--- src/rtl/regfile_pkg.sv ---
// Shared defaults, FSM encoding and init pattern for the register-file write controller.
// Optional feature macro: REGFILE_WR_ELIDE_EN (see regfile_init_writer).
package regfile_pkg;

    localparam int DEF_DATA_W   = 2;
    localparam int DEF_DEPTH    = 3;
    localparam int DEF_ADDR_W   = 2;
    localparam int DEF_ERRCNT_W = 8;

    typedef enum logic [1:0] {
        IDLE = 2'd0,
        INIT = 2'd1,
        RUN  = 2'd2
    } state_t;

    function automatic logic [DEF_DATA_W-1:0] init_pattern(
        input logic [DEF_ADDR_W-1:0] addr
    );
        return DEF_DATA_W'(addr);
    endfunction

endpackage

--- src/rtl/regfile_shadow.sv ---
// Shadow copy of the register file contents: one write port, one async read port.
// Only instantiated when REGFILE_WR_ELIDE_EN is defined.
module regfile_shadow
    import regfile_pkg::*;
#(
    parameter int DATA_W = DEF_DATA_W,
    parameter int DEPTH  = DEF_DEPTH,
    parameter int ADDR_W = DEF_ADDR_W
) (
    input  logic              clk,
    input  logic              reset,
    input  logic              we,
    input  logic [ADDR_W-1:0] waddr,
    input  logic [DATA_W-1:0] wdata,
    input  logic [ADDR_W-1:0] raddr,
    output logic [DATA_W-1:0] rdata
);

    logic [DATA_W-1:0] mem [DEPTH];

    // Mirror every write issued to the register file.
    always_ff @(posedge clk or posedge reset) begin
        if (reset) begin
            for (int i = 0; i < DEPTH; i++) mem[i] <= '0;
        end else if (we) begin
            for (int i = 0; i < DEPTH; i++)
                if (waddr == ADDR_W'(i)) mem[i] <= wdata;
        end
    end

    // Out-of-range addresses read as zero.
    always_comb begin
        rdata = '0;
        for (int i = 0; i < DEPTH; i++)
            if (raddr == ADDR_W'(i)) rdata = mem[i];
    end

endmodule

--- src/rtl/regfile_init_writer.sv ---
// Write-side controller: init sweep data[i]=i, then forwards checked write requests.
// Macro REGFILE_WR_ELIDE_EN: skip writes whose data already matches a shadow copy.
module regfile_init_writer
    import regfile_pkg::*;
#(
    parameter int DATA_W   = DEF_DATA_W,
    parameter int DEPTH    = DEF_DEPTH,
    parameter int ADDR_W   = DEF_ADDR_W,
    parameter int ERRCNT_W = DEF_ERRCNT_W
) (
    input  logic                clk,
    input  logic                reset,
    input  logic                start,
    input  logic                req_valid,
    output logic                req_ready,
    input  logic [ADDR_W-1:0]   req_addr,
    input  logic [DATA_W-1:0]   req_data,
    output logic                wr_en,
    output logic [ADDR_W-1:0]   wr_addr,
    output logic [DATA_W-1:0]   wr_data,
    output logic                init_done,
    output logic                busy,
    output logic                err,
    output logic [ERRCNT_W-1:0] err_cnt
);

    state_t            state, state_d;
    logic [ADDR_W-1:0] ptr, ptr_d;
    logic [ADDR_W-1:0] sweep_addr;
    logic              sweep;
    logic              accept;
    logic              in_range;
    logic              elide;
    logic              wr_en_d;
    logic [ADDR_W-1:0] wr_addr_d;
    logic [DATA_W-1:0] wr_data_d;
    logic              done_set;
    logic              err_d;

    assign req_ready = (state == RUN) & ~start;
    assign accept    = req_valid & req_ready;
    assign in_range  = {1'b0, req_addr} < (ADDR_W + 1)'(DEPTH);
    assign busy      = (state == INIT);

`ifdef REGFILE_WR_ELIDE_EN
    logic [DATA_W-1:0] shadow_rd;

    regfile_shadow #(
        .DATA_W (DATA_W),
        .DEPTH  (DEPTH),
        .ADDR_W (ADDR_W)
    ) u_shadow (
        .clk   (clk),
        .reset (reset),
        .we    (wr_en_d),
        .waddr (wr_addr_d),
        .wdata (wr_data_d),
        .raddr (req_addr),
        .rdata (shadow_rd)
    );

    assign elide = (req_data == shadow_rd);
`else
    assign elide = 1'b0;
`endif

    // State and sweep pointer register.
    always_ff @(posedge clk or posedge reset) begin
        if (reset) begin
            state <= IDLE;
            ptr   <= '0;
        end else begin
            state <= state_d;
            ptr   <= ptr_d;
        end
    end

    // Next state and next write: the start edge itself issues address 0.
    always_comb begin
        state_d    = state;
        ptr_d      = ptr;
        sweep      = 1'b0;
        sweep_addr = '0;
        wr_en_d    = 1'b0;
        wr_addr_d  = wr_addr;
        wr_data_d  = wr_data;
        done_set   = 1'b0;
        err_d      = 1'b0;
        case (state)
            IDLE: sweep = start;
            INIT: begin
                sweep      = 1'b1;
                sweep_addr = ptr;
            end
            RUN: begin
                sweep = start;
                if (accept) begin
                    if (!in_range) begin
                        err_d = 1'b1;
                    end else if (!elide) begin
                        wr_en_d   = 1'b1;
                        wr_addr_d = req_addr;
                        wr_data_d = req_data;
                    end
                end
            end
            default: state_d = IDLE;
        endcase
        if (sweep) begin
            wr_en_d   = 1'b1;
            wr_addr_d = sweep_addr;
            wr_data_d = DATA_W'(init_pattern(DEF_ADDR_W'(sweep_addr)));
            if (sweep_addr == ADDR_W'(DEPTH - 1)) begin
                state_d  = RUN;
                ptr_d    = '0;
                done_set = 1'b1;
            end else begin
                state_d  = INIT;
                ptr_d    = sweep_addr + ADDR_W'(1);
            end
        end
    end

    // Registered write port, status flags and saturating error counter.
    always_ff @(posedge clk or posedge reset) begin
        if (reset) begin
            wr_en     <= 1'b0;
            wr_addr   <= '0;
            wr_data   <= '0;
            init_done <= 1'b0;
            err       <= 1'b0;
            err_cnt   <= '0;
        end else begin
            wr_en     <= wr_en_d;
            wr_addr   <= wr_addr_d;
            wr_data   <= wr_data_d;
            init_done <= init_done | done_set;
            err       <= err_d;
            if (err_d && (err_cnt != '1))
                err_cnt <= err_cnt + ERRCNT_W'(1);
        end
    end

endmodule

--- config.mk ---
export PLATFORM = sky130hd
export DESIGN_NAME = regfile_init_writer
export DESIGN_NICKNAME = d
export VERILOG_FILES = /design/src/rtl/regfile_pkg.sv /design/src/rtl/regfile_shadow.sv /design/src/rtl/regfile_init_writer.sv
export SDC_FILE = /design/constraint.sdc
export NUM_CORES = 1
export LEC_CHECK = 0
export CAP_MARGIN = 20
export CELL_PAD_IN_SITES_DETAIL_PLACEMENT = 1
export CELL_PAD_IN_SITES_GLOBAL_PLACEMENT = 1
export CORE_MARGIN = 2
export CORE_UTILIZATION = 32
export CTS_CLUSTER_DIAMETER = 50
export CTS_CLUSTER_SIZE = 14
export DETAILED_ROUTE_END_ITERATION = 10
export PLACE_DENSITY = 0.85
export REMOVE_ABC_BUFFERS = 1
export SETUP_SLACK_MARGIN = 0.15
export SLEW_MARGIN = 15
export SYNTH_ARGS = -nofsm -noshare
export SYNTH_HDL_FRONTEND = slang
export SYNTH_SLANG_ARGS = --single-unit
--- constraint.sdc ---
create_clock -name clk -period 1.6 [get_ports clk]
set_input_delay 0.32 -clock clk [delete_from_list [all_inputs] [get_ports clk]]
set_output_delay 0.32 -clock clk [all_outputs]
set_load 0.01 [all_outputs]
; After elaboration in Yosys (flattened, before gate mapping)
; Index checks and enable logic that the tools add are counted.
[totals]
output_inout_bits = 17
wordCells = 51
register_bits = 19
in_bits = 8
[classes]
bitwise_logic = 4
add_sub_neg = 2
n_eq_ne = 5
n_reduce_logical = 8
magnitude_cmp = 1
n_mux = 23
[op_table]
columns = op, count
row1 = 2-bit two-way mux, 13
row2 = 1-bit two-way mux, 9
row3 = "8-bit by 1-bit adder with 8-bit output, second input constant", 1
row4 = "8-bit inequality test, second input constant", 1
row5 = 2-bit nonzero test, 3
row6 = "2-bit equality test, second input constant", 2
row7 = 3-bit AND reduction, 1
row8 = 3-bit OR reduction, 1
row9 = "2-bit by 1-bit adder with 2-bit output, second input constant", 1
row10 = 1-bit bitwise AND, 2
row11 = "2-bit by 1-bit equality test with 1-bit output, second input constant", 1
row12 = 2-bit logical NOT, 1
row13 = "2-bit less-than comparator, second input constant", 1
row14 = "2-bit by 1-bit inequality test with 1-bit output, second input constant", 1
row15 = 1-bit one-hot mux with 2 select lines, 1
row16 = 2-bit OR reduction, 1
row17 = 1-bit logical AND, 1
row18 = 1-bit inverter, 1
row19 = 1-bit bitwise OR, 1

; Logic depth before layout (Yosys ltp)
; Gate-level depths: netlist of the first run.
[depth]
word_depth = 6
mapped_depth = 5
depth_no_buf = 5

; Worst setup path after synthesis of the first run
; OpenSTA, ideal clock, no wires.
[synth_path]
path_type = register to register
start = register state[0]
end = register err_cnt[6]
setup_ps = 125
arrival_time_ps = 1528
path_stages_with_launch = 6
path_slack_ps = -53
n_path_buf = 0
required_time_ps = 1475
synth_period_minus_slack_ps = 1653
path_cell_list = dfrtp_1 > or3b_4 > inv_1 > nand2_1 > nor3_1 > mux2_2
[synth_via]
elab_chain_len = 6
[synth_rtl]
columns = element, line_no
row1 = from (decl), regfile_init_writer.sv:27  ; state_t state, state_d;
row2 = from (signal assigned), regfile_init_writer.sv:73  ; state <= state_d;
row3 = 2-bit equality test, regfile_init_writer.sv:40  ; assign req_ready = (state == RUN) & ~start;
row4 = 1-bit bitwise AND, regfile_init_writer.sv:40
row5 = net req_ready, regfile_init_writer.sv:15  ; output logic req_ready,
row6 = 1-bit bitwise AND, regfile_init_writer.sv:41  ; assign accept = req_valid & req_ready;
row7 = 1-bit two-way mux, regfile_init_writer.sv:97  ; if (accept) begin
row8 = 1-bit two-way mux, regfile_init_writer.sv:89  ; case (state)
row9 = 1-bit logical AND, regfile_init_writer.sv:139  ; if (err_d && (err_cnt != '1))
row10 = to (signal assigned), regfile_init_writer.sv:140  ; err_cnt <= err_cnt + ERRCNT_W'(1);
row11 = to (decl), regfile_init_writer.sv:24  ; output logic [ERRCNT_W-1:0] err_cnt
; The timed path passes the listed nets, and every way through them passes these cells.
; A chain may end at the register's enable or synchronous reset.

; Worst setup path in the final report of the first run
[layout_path]
start = register state[0]
end = output port req_ready
[layout_via]
elab_chain_len = 2
[layout_rtl]
columns = element, line_no
row1 = 2-bit equality test, regfile_init_writer.sv:40
row2 = 1-bit bitwise AND, regfile_init_writer.sv:40
row3 = to (decl), regfile_init_writer.sv:15
; No other way between the ends.

==> results.txt, run 1 <==
* Setup repair after global routing missed its margin: true
- Clk sink count: 19
- Buffers inserted during clock tree synthesis total 3.
* # nets final: about 140
- DIE WIDTH: about 57 µm
* Boundary pin count: 25
- For this block, the routed nets add up to between 2000 and 3000 µm of wire.
- Cell with the most instances after synthesis: sky130_fd_sc_hd__dfrtp_1
- sky130_fd_sc_hd__dfrtp_1 takes more of the synthesized area than any other cell.
- Number of port buffers: 24
- Post-synthesis average cell area: roughly 11 µm²
- Global routing finished with a remaining overflow of 0.
- The floorplan step defined a die boundary enclosing roughly 3200 µm².
- Area Growth Syn to Fin: 58.2%
- Of all nets on the critical path, the largest fanout is 4.
- Critical path's slowest cell: sky130_fd_sc_hd__or3b_4
* Max transition margin: 80.8%
* Violations in the final reports: setup timing
- For this run, global-route usage on met2 was measured as 32.3%.
* Antenna cells: 0
- The final count of hold timing violations came to 0.
* Number of global-route vias before repair: a little over 900
- Across the routed clock network, the largest skew measured is 0.0164 ns.
- After clock tree synthesis, the clock-pin slew on the worst setup and hold paths is 0.12 ns.
* Min Clock Period, post-route: roughly 1.7 ns
- Once routing completed, OpenROAD measured the worst setup slack at -0.0639 ns.
- In this run the critical register-to-register path is launched from state[0]$_DFFE_PP0P_.
- Ys async rst share: 100%
* Busiest metal layer after global routing: met2
- Worst reg2reg path depth: 5
- For this run, the slowest stage of the critical path takes 0.43 ns.
* CP Launch Type: flop
- The count of nets left with antenna violations once routing finished came out at 0.
- Static power due to leakage: between 0.0007 and 0.0008 µW
- At the end of routability-driven placement, the weighted congestion stood at 0.784.
* Outcome: finished, violations left
* Post-route clock period utilization: 104%
* List of most frequent post-synthesis cells: sky130_fd_sc_hd__dfrtp_1 (19), sky130_fd_sc_hd__nand2_1 (10), sky130_fd_sc_hd__inv_1 (7), sky130_fd_sc_hd__mux2_2 (7), sky130_fd_sc_hd__nor2_1 (6)
* Register area share after synthesis: 53.1%
- Max-cap viol count: 0
- Post-detailed-route DRC marker count: 0
- Type of destination of the critical path: output pin
- Detailed placer's ending HPWL: about 1800 µm
* Reg2Reg Setup Slack: -0.02 ns
- Setup total negative slack on the finished layout was measured at -0.104 ns.
* Violation count after the first detailed-route iteration: 5
- First-pass GRT wire length: 4300 µm
- CTS Buffer Depth: 2
* Average wire per standard cell: around 17 µm
- During synthesis, Yosys emitted a total of 0 warnings.
* Initial antenna violation count: 0
- Worst R2R End: err_cnt[6]$_DFFE_PP0P_
* Kind of cell adding the most delay to the critical path: simple AND/OR/NAND/NOR gates
- Entering global routing, the biggest net connects 20 pins.
- For this design, the CTS-stage hold fixing added 0 buffers.
- Power density cells: approximately 1500 nW/µm²
- The mapped netlist covers around 900 µm².
- After floorplanning, the core was sized to cover ~2700 µm².
- STA puts the critical path data arrival time at approximately 1.3 ns.
- Final slew viol count: 0
- Clock root cell: sky130_fd_sc_hd__clkbuf_4
- The cell count after synthesis came out at roughly 80.
- By area the synthesized netlist is led by sky130_fd_sc_hd__dfrtp_1 (53%), sky130_fd_sc_hd__mux2_2 (8.8%), sky130_fd_sc_hd__nand2_1 (4.2%).
- Actual transition at the worst max-transition pin: between 0.2 and 0.3 ns
- Setup violations remaining at the end of the flow were counted as 4.
* Share of post-route cells with drive strength above 1: approximately 38%
* Post-DR vias/cell: roughly 5.2
* Number of flops mapped to enable cells by yosys: 0
- Met3 demand-to-capacity share in global routing: ~3.0%
- IR analysis of the VDD net gives a maximum drop of about 1.1 mV.
* Flip-flop and latch count after synthesis: 19
- Initial core utilization: 33.1%
- CTS tree: done
- The first detailed-routing pass ran for 3 iterations.
- Max Freq: 0.601 GHz
* Sum of buffers and inverters on the critical path: 2
- Crit Path Category: flop to output pin
- For this run, the total global-route usage over all layers was measured as around 17%.
- Worst-Skew Late Latency: 0.31 ns
- Total via count in the routed design: 857
* Distinct cells, synth: 25
* Data required time at the worst endpoint: around 1.3 ns
- From bottom edge to top edge, the die measures 56.9 µm.
- For met1 alone, demand over resource in global routing was 19.1%.
- The tightest hold path in the finished design has a slack of between 0.3 and 0.4 ns.
- Top cell type's share of synthesized area: between 50% and 60%
- Counting buffers and inverters, the worst setup path is 3 cells deep.
- The initialized floorplan defines 19 standard-cell rows.
- H-tree depth reported by CTS: 1
* Sequence of cells on the critical path: or3b_4 > inv_4 > buf_6
* Worst Hold Class: input port to asynchronous set/reset pin
- Among all flip-flop cells after synthesis, the most frequent one is sky130_fd_sc_hd__dfrtp_1.
-- where the power goes --
| part | switching, µW | internal, µW |
|---|---|---|
| combinational | 471 | 613 |
| clock | 159 | 97.4 |
| sequential | 112 | 616 |
| total | 742 | 1330 |
-- tightest hold or removal path, delay by kind of cell --
kind	cells	cell delay, ns
buf+inv	3	0.71
-- cell usage in the layout (no fill, tap or decap), types with 3 or more instances in the layout --
| cell type | netlist | layout |
|---|---|---|
| sky130_fd_sc_hd__mux2_4 | 0 | 5 |
| sky130_fd_sc_hd__clkdlybuf4s50_1 | 0 | 5 |
| sky130_fd_sc_hd__dfrtp_1 | 19 | 18 |
| sky130_fd_sc_hd__buf_6 | 0 | 5 |
| sky130_fd_sc_hd__clkbuf_4 | 0 | 3 |
| sky130_fd_sc_hd__dlygate4sd2_1 | 0 | 15 |
| sky130_fd_sc_hd__nor2_1 | 6 | 5 |
| sky130_fd_sc_hd__buf_4 | 0 | 21 |
| sky130_fd_sc_hd__a21oi_1 | 4 | 4 |
| sky130_fd_sc_hd__a31oi_1 | 3 | 3 |
| sky130_fd_sc_hd__inv_1 | 7 | 6 |
| sky130_fd_sc_hd__nand2_1 | 10 | 7 |
| sky130_fd_sc_hd__a22o_1 | 4 | 4 |
-- cells by family after synthesis --
kind of cell               Yosys count  synth area share (%)
xor gates and xnor gates             1                 0.978
muxes                                8                  9.92
AOI/OAI and AO/OA                   16                  12.8
and+or+nand+nor                     29                  18.3
buffers and inverters                8                  3.49
adders and majority gates            1                  1.40
DFF                                 19                  53.1
-- flip-flops by register name (all words and copies together), names as in the netlist --
signal	cells
err_cnt	8
ptr	2
state	2
wr_addr	2
wr_data	2
err	1
init_done	1
wr_en	1
-- per-stage QoR --
step / setup WS [ns] / cell area, µm² / util, % / power (µW) / cells
after global routing: -0.0792 / 1420 / 52.3 / 2150 / 164
after detailed placement: -0.551 / 1270 / 47.0 / 1670 / 150
after CTS: -0.0301 / 1410 / 51.9 / 2040 / 163
after floorplan: -0.0529 / 891 / - / 1150 / 81
after global placement: -0.521 / 1270 / 47.0 / 1590 / 150
final: -0.0639 / 1420 / 52.3 / 2070 / 164
-- how the worst max path moves through the flow --
stage | from | to | slack, ns
3_3_place_gp | start | req_ready | -0.52
3_5_place_dp | start | req_ready | -0.55
5_1_grt | state[0]$_DFFE_PP0P_ | req_ready | -0.08
2_1_floorplan | state[0]$_DFFE_PP0P_ | err_cnt[6]$_DFFE_PP0P_ | -0.05
4_1_cts | state[0]$_DFFE_PP0P_ | req_ready | -0.03
6_report | state[0]$_DFFE_PP0P_ | req_ready | -0.06
-- layer usage --
layer  share of wire (%)  vias to the layer above
met5                   0                        -
met4                 2.8                        0
met3                 4.1                        6
met2                  55                       24
met1                  38                      437
li1                    -                      390
-- repair_timing --
| action | CTS | global route |
|---|---|---|
| endpoints found under the setup margin | 29 | 14 |
| pin swaps | 3 | 1 |
| gates resized for setup | 47 | 3 |
| setup buffers | 9 | 1 |
-- cell type report --
cell class | instances | area, µm²
Clock buffer | 4 | 26.3
Multi-Input combinational cell | 55 | 437
Tap cell | 31 | 38.8
Inverter | 7 | 28.8
Timing Repair Buffer | 48 | 410
Fill cell | 294 | 1290
Sequential cell | 19 | 477
(Power assumes the default switching activity.)
==> run 2: changes to the inputs <==
CORE_UTILIZATION = 33   (was 32)
CTS_BUF_LIST = sky130_fd_sc_hd__clkbuf_4   (was default)
PLACE_DENSITY = 0.87   (was 0.85)
==> results.txt, run 2 (synthesis gave the netlist of run 1 again) <==
- Static power due to leakage: 0.000784 µW
* Most common cell after layout, fill and taps aside: sky130_fd_sc_hd__buf_4
- Post-DR vias/cell: 5.08
- Top library cells by usage in the layout, fill and taps aside: sky130_fd_sc_hd__buf_4 (24), sky130_fd_sc_hd__dfrtp_1 (19), sky130_fd_sc_hd__dlygate4sd2_1 (14)
- Height of the die: between 50 and 60 µm
* Crit Path Category: flop to flop
- Global route overflow: 0
- 0 antenna diodes ended up in the layout.
* Final TNS setup: -0.164 ns
* CTS Buffer Depth: 2
- Residual antenna-violating net count after detailed routing: 0
- Switching share of power: a little over a third
- Final slew viol count: 0
* Violations in the final reports: setup timing
- The highest layer touched by signal routing is met4.
- STA classifies the critical path endpoint as a flop.
- Total wire length: 2980 µm
* Overall power: about 2000 µW
- In this run the worst path has a maximum fanout of 3.
- Of the available clock period, the critical path in the final layout requires 104%.
- At the end of routability-driven placement, the weighted congestion stood at ~0.85.
- From synthesis to final layout, the design area changed by 68.7%.
- Actual transition at the worst max-transition pin: approximately 0.29 ns
- Max transition margin: around four fifths
- The analysis attributes to net switching a power of 710 µW.
- The flow ran to the end, but the final reports show violations.
* Startpoint of the most critical register-to-register path: state[1]$_DFFE_PP0P_
- The most critical setup path has its endpoint at err_cnt[1]$_DFFE_PP0P_.
* Aggregate global-route resource usage: between 10% and 20%
* Worst Setup SP: state[1]$_DFFE_PP0P_
- On the final layout, the worst hold slack is roughly 0.33 ns.
- The routed design uses 1560 µm of met2 wire.
* Placeable core region: ~2500 µm²
- Number of buffers created by CTS: 3
- Finish-stage setup viols: 4
* Initial core utilization: roughly 36%
- The die covers 3150 µm².
- Worst-case clock skew: ~0.0056 ns
- Violation count after the first detailed-route iteration: 18
- The register with the most flip-flops in the layout has 8 of them.
- Clock-pin transition on the worst setup and hold timing paths: ~0.11 ns
- DIE WIDTH: 56.1 µm
- In the post-route analysis, the smallest setup slack over all paths is -0.0690 ns.
- Boundary pin count: 25
- For the worst setup path, the data required time is between 1.5 and 2 ns.
* H-tree depth reported by CTS: 1
- Max-cap viol count: 0
- FP Rows: 18
* Reg2Reg Setup Slack: -0.07 ns
- In the routed design, unresolved DRC markers number 0.
* Min Clock Period, post-route: ~1.7 ns
- Entering global routing, the biggest net connects 20 pins.
- Worst-Skew Late Latency: ~0.3 ns
- TritonCTS built the clock tree.
* Worst Hold Class: input port to asynchronous set/reset pin
* Share of post-route cells with drive strength above 1: ~45%
* First-pass GRT wire length: 4750 µm
- Register with the highest flop count: err_cnt
* Internal power: 1320 µW
* Worst reg2reg path depth: 5
- Setup repair after global routing could not meet its margin everywhere.
* Filler cells: approximately 290
- Final hold viol count: 0
* Proportion of power drawn by combinational gates: around 51%
- The worst-case IR drop observed on VDD is ~1.1 mV.
- The number of antenna violations at the first check in global routing is 0.
- The clock network is responsible for between 10% and 20% of the overall power.
- Detailed placer's ending HPWL: 1690 µm
* Layout Utilization: around 60%
- Data arrives at the worst endpoint at approximately 1.9 ns.
- Total via count in the routed design: 854
* Clk sink count: 19
- The worst register-to-register path ends at err_cnt[1]$_DFFE_PP0P_.
- Routed wire length on met3: between 70 and 80 µm
- Clock root cell: sky130_fd_sc_hd__clkbuf_4
* Multi-input logic area: ~500 µm²
* Max Freq: ~0.60 GHz
- The via count of the first global-routing pass was 925.
- Dividing the detail-routed wire length by the instance count gives 17.7 µm.
- For this design the ratio of total power to cell area is ~1300 nW/µm².
- Sequential group share of total power: between 30 and 40%
- Register area: about 480 µm²
- Met1 Wirelength: between 1000 and 1500 µm
- The pre-antenna-repair detailed-routing pass consisted of 4 iterations.
- In this run the tool buffered the top-level ports with 24 buffer cells.
* # nets final: approximately 150
- STA classifies the critical path startpoint as a flop.
-- run 2: changes by cell type in the layout (fill, tap and decap cells not counted), sizes merged --
cell,change
dlygate4sd2,-1
buf,+5
clkdlybuf4s15,-1
clkbuf,+1
clkdlybuf4s50,+1
-- run 2: metrics by stage --
step	setup slack [ns]	cells	cell area [µm²]
after floorplan	-0.0529	81	891
after global placement	-0.489	149	1270
after detailed placement	-0.517	149	1270
after CTS	-0.0230	168	1480
after global routing	-0.106	168	1510
final	-0.0690	168	1510
-- run 2: critical path: stages (launching register included) --
cell                      delay, ns
sky130_fd_sc_hd__dfrtp_1       0.41
sky130_fd_sc_hd__or3b_4        0.43
sky130_fd_sc_hd__buf_6         0.15
sky130_fd_sc_hd__nor2_4        0.10
sky130_fd_sc_hd__o21a_1        0.17
sky130_fd_sc_hd__mux2_4        0.30
-- run 2: final cells by class --
type / count / area share (%)
Sequential cell: 19 / 31.5
Multi-Input combinational cell: 55 / 32.3
Inverter: 7 / 1.90
Tap cell: 30 / 2.48
Timing Repair Buffer: 53 / 29.9
Clock buffer: 4 / 1.99
-- run 2: worst min path at each step --
stage | cells past startpoint | slack [ns] | from | end
finish | 3 | 0.33 | reset | state[0]$_DFFE_PP0P_
global route | 3 | 0.36 | reset | err_cnt[1]$_DFFE_PP0P_
CTS | 3 | 0.34 | reset | err_cnt[1]$_DFFE_PP0P_
detailed placement | 1 | 0.46 | init_done$_DFF_PP0_ | init_done$_DFF_PP0_
global placement | 1 | 0.45 | init_done$_DFF_PP0_ | init_done$_DFF_PP0_
floorplan | 1 | 0.27 | reset | err$_DFF_PP0_
-- run 2: what timing repair did --
action / CTS / global route
hold buffers: 0 / 0
resized for setup: 50 / 14
pin swaps: 7 / 3
endpoints found under the setup margin: 28 / 19
setup buffers: 15 / 0
hold endpoints to repair: 0 / 0
-- run 2: power by group through the flow --
stage	logic [µW]	clock network, µW	registers (µW)
global placement	865	0	712
finish	1040	265	724
global route	1130	291	740
detailed placement	890	0	721
floorplan	401	0	750
CTS	997	265	711
-- run 2: layer usage --
layer | GRT usage (%) | up-vias
met5 | 0 | -
met2 | 34.3 | 19
met3 | 2.33 | 4
li1 | - | 400
met1 | 24.9 | 431
met4 | 7.48 | 0
==> run 3: changes to the inputs <==
CORE_UTILIZATION = 30   (was 33)
PLACE_DENSITY = 0.81   (was 0.87)
SETUP_SLACK_MARGIN = 0.5   (was 0.15)
==> results.txt, run 3 (synthesis gave the netlist of run 1 again) <==
- The flow ran to the end, but the final reports show violations.
* Violations in the final reports: DRC, setup timing
* Kind of cell adding the most delay to the critical path: simple AND/OR/NAND/NOR gates
* Clk sink count: 19
- Final std cells w/o fill: approximately 180
- Global route overflow: 0
- The worst setup path is captured at a flop.
- Startpoint of the most critical register-to-register path: state[1]$_DFFE_PP0P_
- The floorplan step set the die height to between 50 and 60 µm.
- Number of port buffers: 24
* Filler cells: roughly 310
* Post-DR vias/cell: around 5.2
- H-tree depth reported by CTS: 1
* Max Freq: about 0.59 GHz
* CP Launch Type: flop
* Worst R2R End: err_cnt[1]$_DFFE_PP0P_
- Max-cap viol count: 0
- Final slew viol count: 0
* Final hold viol count: 0
* Average wire per standard cell: 19.2 µm
- For the finished layout, the period the worst path requires is approximately 1.7 ns.
* First-pass iteration count of the detailed router: 7
- The tree is rooted in a sky130_fd_sc_hd__clkbuf_4.
* Sum of buffers and inverters on the critical path: 1
* Setup repair after global routing missed its margin: true
- In this run the static leakage power is around 0.0008 µW.
* Post-route clock period utilization: 105%
* Initial core utilization: a little under a third
- The floorplan step defined a die boundary enclosing 3440 µm².
- The number of antenna violations at the first check in global routing came to 0.
- Register with the highest flop count: err_cnt
- The first global-routing pass estimated about 5300 µm of wire.
- TritonCTS created 3 clock buffers.
- Power density cells: 1440 nW/µm²
* Final worst slack: -0.0868 ns
- Hold bufs inserted after CTS: 0
- Across the VDD grid, the largest voltage drop is roughly 0.84 mV.
- Largest stage delay on the critical path: roughly 0.43 ns
* Largest net degree at the start of global routing: 20
- Residual antenna-violating net count after detailed routing: 0
* Worst slack at placement: -0.542 ns
* Area Growth Syn to Fin: 76.0%
- Crit Path Max Fanout: 3
* Worst-case clock skew: 0.00113 ns
- The number of cells on the worst reg-to-reg path is 5.
* Share of post-route cells with drive strength above 1: 55.2%
* Finish-stage setup viols: 6
- The register with the most flip-flops in the layout has 8 of them.
* CTS tree: done
* Overall power: around 2300 µW
- CTS Buffer Depth: 2
* Detailed placer's ending HPWL: between 1500 and 2000 µm
- Aggregate global-route resource usage: 21.9%
- Post-detailed-route DRC marker count: 1
- The routed design has between 3000 and 4000 µm of wire.
- Critical path's slowest cell: sky130_fd_sc_hd__or3b_4
* Sequence of cells on the critical path: or3b_4 > buf_6 > nor2_4 > o21a_1 > mux2_4
- # nets final: roughly 160
* Actual transition at the worst max-transition pin: 0.343 ns
- Boundary pin count: 25
* FP Rows: 19
- Critical Path AT: 1.90 ns
- Worst-Skew Late Latency: 0.31 ns
* DIE WIDTH: 58.6 µm
- In this run, placement finished with an instance count of 150.
- The detailed router finished its first iteration with 9 violations.
* Worst Hold Class: input port to asynchronous set/reset pin
- Reg2Reg Setup Slack: -0.09 ns
- Number of global-route vias before repair: approximately 1,000
* Crit Path Category: flop to flop
- The worst pin sits at a relative slew slack of between 70% and 80%.
* Total via count in the routed design: roughly 910
- STA puts the critical path data required time at around 1.8 ns.
- Placeable core region: ~2800 µm²
- Final weighted congestion in routability-driven placement: approximately 0.8
- The repair_antennas step left the layout with diodes totalling 0.
- After clock tree synthesis, the clock-pin slew on the worst setup and hold paths is about 0.12 ns.
* Top library cells by usage in the layout, fill and taps aside: sky130_fd_sc_hd__buf_6 (22), sky130_fd_sc_hd__buf_4 (22), sky130_fd_sc_hd__dfrtp_1 (18), sky130_fd_sc_hd__buf_2 (9)
run 3: cell types whose count changed in the layout (fill, tap and decap cells not counted), sizes merged:
cell         before  now
dlygate4sd2      14    1
clkinv            0    1
clkbuf            6    3
buf              31   53
run 3: repair_timing:
action / in CTS / in global routing
pin swaps: 9 / 4
setup endpoints to repair: 36 / 36
buffers inserted: 18 / 4
resized for setup: 117 / 4
run 3: how the worst max path moves through the flow:
stage	from	endpoint	slack, ns	cells after the start
3_5_place_dp	start	req_ready	-0.54	4
5_1_grt	state[1]$_DFFE_PP0P_	err_cnt[0]$_DFFE_PP0P_	-0.15	7
2_1_floorplan	state[0]$_DFFE_PP0P_	err_cnt[6]$_DFFE_PP0P_	-0.05	5
3_3_place_gp	start	req_ready	-0.49	4
4_1_cts	state[0]$_DFFE_PP0P_	req_ready	-0.04	3
6_report	state[1]$_DFFE_PP0P_	err_cnt[1]$_DFFE_PP0P_	-0.09	5
run 3: layout make-up:
cell class,instances,area (µm²),share of cell area (%)
tap,31,38.8,2.46
timing repair buffer,60,527,33.4
multi-input combinational,55,478,30.3
clock buffer,3,22.5,1.43
sequential,19,477,30.2
clock inverter,1,5.00,0.317
inverter,7,28.8,1.83
run 3: worst min-delay path, cell delays in order:
cell and delay, ns:
sky130_fd_sc_hd__clkdlybuf4s50_1 0.40, sky130_fd_sc_hd__inv_1 0.05, sky130_fd_sc_hd__buf_4 0.26
run 3: layer usage:
metal	vias to the layer above	routed length (µm)	global-route usage [%]
li1	413	-	-
met1	462	1250	23.1
met2	28	1910	41.4
met3	9	121	3.30
met4	0	102	11.4
met5	-	0	0
run 3: through the flow:
step | util, % | TNS [ns] | area [µm²] | hold WS [ns]
2_1_floorplan | - | -0.0529 | 891 | 0.271
3_3_place_gp | 45.5 | -3.73 | 1270 | 0.454
3_5_place_dp | 45.5 | -4.54 | 1270 | 0.456
4_1_cts | 54.6 | -0.106 | 1530 | 0.345
5_1_grt | 56.2 | -0.635 | 1580 | 0.354
6_report | 56.2 | -0.247 | 1580 | 0.325
run 3: power by group:
group / switching, µW / internal (µW) / leakage (µW)
clock network: 167 / 93.5 / 0.0000177
registers: 131 / 615 / 0.000237
logic: 544 / 716 / 0.000544
